--- src/rtl/wb_arbiter.sv ---
// Write-back arbiter: ALU results and buffered load results share one register-file write port.
// ALU results have priority; a starvation counter forces a buffered load out when the ALU hogs the port.
`timescale 1ns/1ps
module wb_arbiter #(
    parameter int DEPTH      = 4,
    parameter int STARVE_MAX = 4
) (
    input  logic                    clk,
    input  logic                    reset,
    input  logic                    alu_valid,
    input  logic [4:0]              alu_rd,
    input  logic [31:0]             alu_data,
    output logic                    alu_ready,
    input  logic                    ld_valid,
    input  logic [4:0]              ld_rd,
    input  logic [31:0]             ld_data,
    output logic                    ld_ready,
    output logic                    wen,
    output logic [4:0]              regWAddr,
    output logic [31:0]             regWData,
    output logic [31:0]             pend_mask,
    output logic [$clog2(DEPTH):0]  buf_count
);

    localparam int             AW   = $clog2(DEPTH);
    localparam int             SW   = (STARVE_MAX < 1) ? 1 : $clog2(STARVE_MAX + 1);
    localparam logic [SW-1:0]  SMAX = SW'(STARVE_MAX);
    localparam logic [AW:0]    FULL = (AW+1)'(DEPTH);

    logic [4:0]    r_mem_rd   [DEPTH];
    logic [31:0]   r_mem_data [DEPTH];
    logic [AW-1:0] r_wp, r_rp;
    logic [AW:0]   r_count;
    logic [SW-1:0] r_starve;

    logic          w_empty, w_force, w_sel_ld, w_sel_alu, w_enq;
    logic [4:0]    w_rd;
    logic [31:0]   w_data;
    logic [AW-1:0] w_off;
    logic [31:0]   w_pend;

    assign w_empty   = (r_count == '0);
    assign w_force   = (r_starve == SMAX) && !w_empty;
    assign w_sel_ld  = w_force || (!alu_valid && !w_empty);
    assign w_sel_alu = !w_force && alu_valid;
    assign w_enq     = ld_valid && ld_ready;

    assign alu_ready = !w_force;
    assign ld_ready  = (r_count != FULL);
    assign buf_count = r_count;
    assign pend_mask = w_pend;

    assign w_rd   = w_sel_ld ? r_mem_rd[r_rp]   : alu_rd;
    assign w_data = w_sel_ld ? r_mem_data[r_rp] : alu_data;

    // Payload storage carries no reset; occupancy alone decides validity.
    always_ff @(posedge clk) begin
        if (w_enq) begin
            r_mem_rd[r_wp]   <= ld_rd;
            r_mem_data[r_wp] <= ld_data;
        end
    end

    always_ff @(posedge clk or negedge reset) begin
        if (!reset) begin
            r_wp     <= '0;
            r_rp     <= '0;
            r_count  <= '0;
            r_starve <= '0;
            wen      <= 1'b0;
            regWAddr <= '0;
            regWData <= '0;
        end else begin
            if (w_enq)    r_wp <= r_wp + 1'b1;
            if (w_sel_ld) r_rp <= r_rp + 1'b1;
            r_count <= r_count + (AW+1)'(w_enq) - (AW+1)'(w_sel_ld);

            if (w_sel_ld || w_empty)
                r_starve <= '0;
            else if (w_sel_alu && r_starve != SMAX)
                r_starve <= r_starve + 1'b1;

            // x0 writes are consumed but leave the visible write port untouched.
            if (w_sel_ld || w_sel_alu) begin
                wen <= (w_rd != 5'd0);
                if (w_rd != 5'd0) begin
                    regWAddr <= w_rd;
                    regWData <= w_data;
                end
            end else begin
                wen <= 1'b0;
            end
        end
    end

    // An entry is live when its distance from the read pointer is below the occupancy.
    always_comb begin
        w_pend = '0;
        w_off  = '0;
        for (int i = 0; i < DEPTH; i++) begin
            w_off = AW'(i) - r_rp;
            if (({1'b0, w_off} < r_count) && (r_mem_rd[i] != 5'd0))
                w_pend[r_mem_rd[i]] = 1'b1;
        end
    end

endmodule

--- config.mk ---
export PLATFORM = sky130hd
export DESIGN_NAME = wb_arbiter
export DESIGN_NICKNAME = d
export VERILOG_FILES = /design/src/rtl/wb_arbiter.sv
export SDC_FILE = /design/constraint.sdc
export NUM_CORES = 1
export LEC_CHECK = 0
export ABC_AREA = 1
export BUFFER_PORTS_ARGS = -buffer_cell sky130_fd_sc_hd__buf_2
export CAP_MARGIN = 10
export CORE_MARGIN = 2
export CORE_UTILIZATION = 30
export CTS_CLUSTER_DIAMETER = 200
export DETAILED_ROUTE_END_ITERATION = 8
export PLACE_DENSITY = 0.58
export SLEW_MARGIN = 10
export SYNTH_ARGS = -nofsm -noshare
export SYNTH_HDL_FRONTEND = slang
export SYNTH_SLANG_ARGS = --single-unit
export TNS_END_PERCENT = 1
--- constraint.sdc ---
create_clock -name clk -period 5.4 [get_ports clk]
set_input_delay 0.54 -clock clk [delete_from_list [all_inputs] [get_ports clk]]
set_output_delay 0.54 -clock clk [all_outputs]
set_load 0.005 [all_outputs]
Word level (Yosys, flattened, before mapping)

Memories as Yosys holds them, arrays and structs flattened.
Index checks and enable logic that the tools add are counted.

Muxes and demuxes: 19
Bitwise logic cells: 3
Order comparisons: 12
Equal/unequal tests: 3
Add/sub/neg operators: 9
Reductions and logical operators: 27

Operators by type and width:

| kind                                                               | number |
|---|---|
| 2-to-1 mux 32 bit                                                  | 5 |
| OR 32 bit                                                          | 3 |
| nonzero test 5 bit                                                 | 5 |
| < comparator 5 x 6 -> 1 bit (second input constant)                | 4 |
| demux 1 bit (select 5 bit)                                         | 4 |
| greater-or-equal comparator 5 x 1 -> 1 bit (second input constant) | 4 |
| logical AND 1 bit                                                  | 13 |
| < comparator 2 x 3 -> 1 bit                                        | 4 |
| 2-to-1 mux 1 bit                                                   | 7 |
| 2-to-1 mux 3 bit                                                   | 2 |
| inequality test 3 bit (second input constant)                      | 2 |
| 2-to-1 mux 5 bit                                                   | 1 |
| adder 2 x 1 -> 2 bit (second input constant)                       | 2 |
| subtractor 1 x 2 -> 2 bit (first input constant)                   | 2 |
| subtractor 2 bit (first input constant)                            | 2 |
| adder 3 x 1 -> 3 bit                                               | 1 |
| adder 3 x 1 -> 3 bit (second input constant)                       | 1 |
| == test 3 bit (second input constant)                              | 1 |
| logical NOT 1 bit                                                  | 3 |
| logical NOT 3 bit                                                  | 1 |
| logical OR 1 bit                                                   | 3 |
| subtractor 3 x 1 -> 3 bit                                          | 1 |
| AND reduction 2 bit                                                | 1 |
| nonzero test 2 bit                                                 | 1 |

Bits in writable memories: 148
Output and inout bits: 75
Register bits after elaboration: 48
Bits of input ports: 78
Word-level logic and storage cells: 82
Memories: 2

Memory list:

| memory     | words | width | read ports | clocked after memory_dff | write ports | line | RTL |
|---|---|---|---|---|---|---|---|
| r_mem_data | 4     | 32    | 1          | 0                        | 1           | 31   | `logic [31:0] r_mem_data [DEPTH];` |
| r_mem_rd   | 4     | 5     | 5          | 0                        | 1           | 30   | `logic [4:0] r_mem_rd [DEPTH];` |

Logic depth before layout (Yosys ltp)

Depth after elaboration: 11
Depth in mapped cells: 15
Gate-level depth less buffers: 13

Worst setup path after synthesis

No wires, ideal clock.

Path kind: reg-to-reg
From: reg r_count[1], in the netlist buf_count[1]
To: mem r_mem_data[0][0], enable pin
Buffers on the path: 0
Cell stages (with the launch flop): 5
Period minus slack after synthesis: 2.868 ns
Setup slack: 2.532 ns
Data required time: 4.969 ns
Setup time: 0.431 ns
Arrival: 2.437 ns
Cell sequence: dfrtp_1 inv_1 nand3_1 nand2_1 nor2_1

Cells in the longest elaborated chain, start to end: 4

RTL lines:

| what                                   | line | RTL |
|---|---|---|
| from (decl)                            | 33   | `logic [AW:0] r_count;` |
| from (signal assigned)                 | 76   | `r_count <= r_count + (AW+1)'(w_enq) - (AW+1)'(w_sel_ld);` |
| inequality test 3 bit                  | 49   | `assign ld_ready = (r_count != FULL);` |
| net ld_ready                           | 17   | `output logic ld_ready,` |
| logical AND 1 bit                      | 46   | `assign w_enq = ld_valid && ld_ready;` |
| 2-to-1 mux 1 bit                       | 58   | `if (w_enq) begin` |
| 2-to-1 mux 1 bit (implied by the code) | 60   | `r_mem_data[r_wp] <= ld_data;` |
| to (decl)                              | 31   |  |

The timed path passes the listed nets, and every way through them passes these cells.

Worst setup path in the final report

From: reg r_rp[1]
To: out pend_mask[5]

Cells in the longest elaborated chain, start to end: 10
Elaborated cells between the ends (all ways): 19
Those cells by class: add/sub: 4; order compare: 4; mux: 4; bitwise: 3; reduce/logical: 4

RTL lines:

| what                        | line | RTL |
|---|---|---|
| from (decl)                 | 32   | `logic [AW-1:0] r_wp, r_rp;` |
| from (signal assigned)      | 75   | `if (w_sel_ld) r_rp <= r_rp + 1'b1;` |
| subtractor 1 x 2 -> 2 bit   | 101  | `w_off = AW'(i) - r_rp;` |
| < comparator 2 x 3 -> 1 bit | 102  | `if (({1'b0, w_off} < r_count) && (r_mem_rd[i] != 5'd0))` |
| logical AND 1 bit           | 102  |  |
| 2-to-1 mux 32 bit           | 102  |  |
| OR 32 bit (no source line)  | n/a  |  |
| 2-to-1 mux 32 bit           | 102  |  |
| OR 32 bit (no source line)  | n/a  |  |
| 2-to-1 mux 32 bit           | 102  |  |
| OR 32 bit (no source line)  | n/a  |  |
| 2-to-1 mux 32 bit *         | 102  |  |
| to (decl)                   | 21   | `output logic [31:0] pend_mask,` |

Mark *: on every way between the ends. The rest lies on a longest branch, timed or not.

==> summary.md <==
| Metric | Value |
|---|---|
| Final nets | between 1,000 and 1,500 |
| Hold Crit Class | input pin to async pin |
| Clk pwr share | between 20% and 30% |
| Ys Warns | 0 |
| CTS tree | built |
| Clock skew | 0.01465 ns |
| H-Tree Depth | 4 |
| Cell Int Power | 3378 uW |
| Net Switching | 2248 uW |
| Site Rows | 63 |
| Worst EP required | just under 5 ns |
| Final ANT Viol Nets | 0 |
| Number of max-cap violations | 0 |
| Final setup viols | 0 |
| Total power divided by cell area | ~520 nW/um^2 |
| Switch share | ~40% |
| Leading area contributor after synthesis | edfxtp_1 |
| Share of the yosys chip area belonging to registers | around three fifths |
| Post-Layout Cell Count | 1,526 |
| Clock Sinks | between 150 and 200 |
| Combinational group share of total power | a little under two fifths |
| WHS | about 0.26 ns |
| Area of the mapped netlist | 9131 um^2 |
| Die area | around 32,000 um^2 |
| Post-DP HPWL | 17,090 um |
| Final Hold Violating Endpoints | 0 |
| Vias | about 7,300 |
| Minimum clock period | 3.795 ns |
| GR Util All Layers | between 10% and 20% |
| Initial drt markers | between 600 and 700 |
| Yosys top cell area share | about half |
| Number of global-route vias before repair | slightly above 7,000 |
| Fin crit share | between 70 and 80% |
| Post-Syn Area per Cell | about 9.4 um^2 |
| Placed Area | roughly 10,000 um^2 |
| IO Port Bufs | between 150 and 200 |
| Latest clock arrival within the worst-skew pair | between 0.4 and 0.5 ns |
| Total wire length | about 26,000 um |
| Sequential cell fraction of total power | 40.2% |
| Post CTS Setup Buffer Count | 0 |
| Vias/cell | 4.808 |
| Root buf cell | clkbuf_16 |
| Post-synth top cells | nand2_1 (475), edfxtp_1 (148), nand3_1 (55), nand4_1 (51), dfrtp_1 (48) |
| GP Congestion | roughly 0.90 |
| P_leak | roughly 0.0047 uW |
| Crit path max fanout | 13 |
| Layout area overhead | 19.43% |
| Ys async rst share | approximately a quarter |
| CP arrival | 3.25 ns |
| Final core utilization | about 37% |
| CTS buffer count | 17 |
| Status | complete, no violations |
| Max Buffers Root-to-Sink | 2 |
| Pin count of the biggest net entering global routing | ~50 |
| Syn_nets | about 1,100 |
| CTS clk-pin slew, worst paths | ~0.070 ns |
| Initial antenna violation count | 5 |
| Cells after Synth | between 900 and 1,000 |
| Post-Layout Inst Area | about 11,000 um^2 |
| Synthesis-stage register bit count | between 150 and 200 |
| Final Max Tran Viols | 0 |
| Share of layout cells above drive strength 1 | approximately 18% |
| Initial Utilization | approximately 31% |
| Worst Max-Slew Pin Slew | around 1.1 ns |
| Cells after DPL | between 1,000 and 1,500 |
| Routed WL per cell | 17.32 um |
| Worst slew margin | a little under a quarter |
| Post-synthesis cell type count | 33 |
| Critical path class | flop to output pin |
| IO Count | around 150 |
| Post_cts resized | 0 |
| Maximum VDD drop | between 300 and 400 uV |
| # hold bufs at CTS | 0 |
| RSZ-0062 raised after global routing | no |
| Global-route wire length before repair | ~40,000 um |
| CP startpoint kind | flop |
| Die width | approximately 180 um |
| Most frequent cell after synthesis | nand2_1 |
| Fmax | roughly 260 MHz |
| Die Ht | between 150 and 200 um |
| EDFF count, synth | between 100 and 150 |
| Leading register cell type out of synthesis | edfxtp_1 |
| Top cells by area, synth | edfxtp_1 (49%), nand2_1 (20%), dfrtp_1 (13%), nand4_1 (3.5%), nand3_1 (3.0%) |
| Pre-Repair DR Iteration Count | 5 |
| CORE AREA | slightly below 30,000 um^2 |
| TNS Setup | 0 ns |
| Setup crit end kind | output pin |
| DRC | 0 |
| GRT overflow | 0 |
-- cell usage in the layout (no fill, tap or decap), drive strengths merged --
master / instances
dfrtp: 48
o21ai: 6
clkinvlp: 1
nor3: 36
nand3: 57
o2111ai: 6
buf: 160
clkinv: 7
conb: 1
xor2: 3
nand4: 51
inv: 55
o21bai: 1
xnor2: 2
a21oi: 2
edfxtp: 148
a22oi: 8
fa: 1
bufinv: 1
diode: 2
a31oi: 1
nand2: 476
nor2: 32
nor4: 2
clkbuf: 17
ha: 12
-- sequential cells by signal (all words and copies together), names as in the netlist --
signal      count
r_mem_data    128
regWData       32
r_mem_rd       20
regWAddr        5
buf_count       3
r_starve        3
r_rp            2
r_wp            2
wen             1
-- cell families after synthesis --
family,Yosys count,synth area share (%)
compound gates,24,1.864
xor+xnor,5,0.4797
fa+ha+maj,13,1.863
buf+inv,83,3.946
flops,196,61.83
other cells,1,0.04107
simple gates,654,29.98
-- power groups by stage --
| stage | combinational [uW] | sequential (uW) | clock (uW) |
|---|---|---|---|
| 6_report | 2140 | 2260 | 1230 |
| 5_1_grt | 2450 | 2300 | 1310 |
| 4_1_cts | 2190 | 2260 | 1260 |
| 3_5_place_dp | 2190 | 2290 | 0 |
| 3_3_place_gp | 2160 | 2290 | 0 |
| 2_1_floorplan | 1350 | 2250 | 0 |
-- critical path, cell delays in order (launching register included) --
cell and delay (ns):
dfrtp_1 0.67, inv_1 0.28, ha_1 0.37, inv_1 0.04
a21oi_1 0.18, nor2_1 0.09, nor3_1 0.86, nand2_1 0.10
nand4_1 0.12, buf_2 0.12
-- metal layers --
metal	vias up	GRT usage, %	part of all wire [%]
li1	3569	-	-
met1	3498	22.56	46
met2	242	27.72	47
met3	24	3.943	6.0
met4	4	4.607	1.1
met5	-	0	0.095
-- area by class of cell --
type	instances	area (um^2)
clock buffers	17	425.4
repair buffers	160	823.3
flip-flops and latches	196	5645
fillers	3018	18890
multi-input cells	697	3183
diodes	2	5.005
clock inverters	15	148.9
inverters	49	186.4
well taps	390	488.0
-- final timing paths --
kind	slack, ns	to	from	cells past startpoint
min	0.26	buf_count[2]	reset	2
max	1.61	pend_mask[5]	r_rp[1]	9
max in group asynchronous	4.67	regWData[3]	reset	2
min in group clk	0.32	r_mem_data[0][1]	ld_data[1]	1
max reg2reg	2.17	regWData[11]	buf_count[1]	10
min reg2reg	0.46	r_starve[0]	r_starve[0]	1
-- stage by stage --
stage	power (uW)	setup slack, ns
finish	5627	1.605
global placement	4446	2.063
CTS	5713	1.563
floorplan	3603	2.532
detailed placement	4480	2.042
global route	6068	1.316
Note: power is estimated with default switching activity, not from simulation.
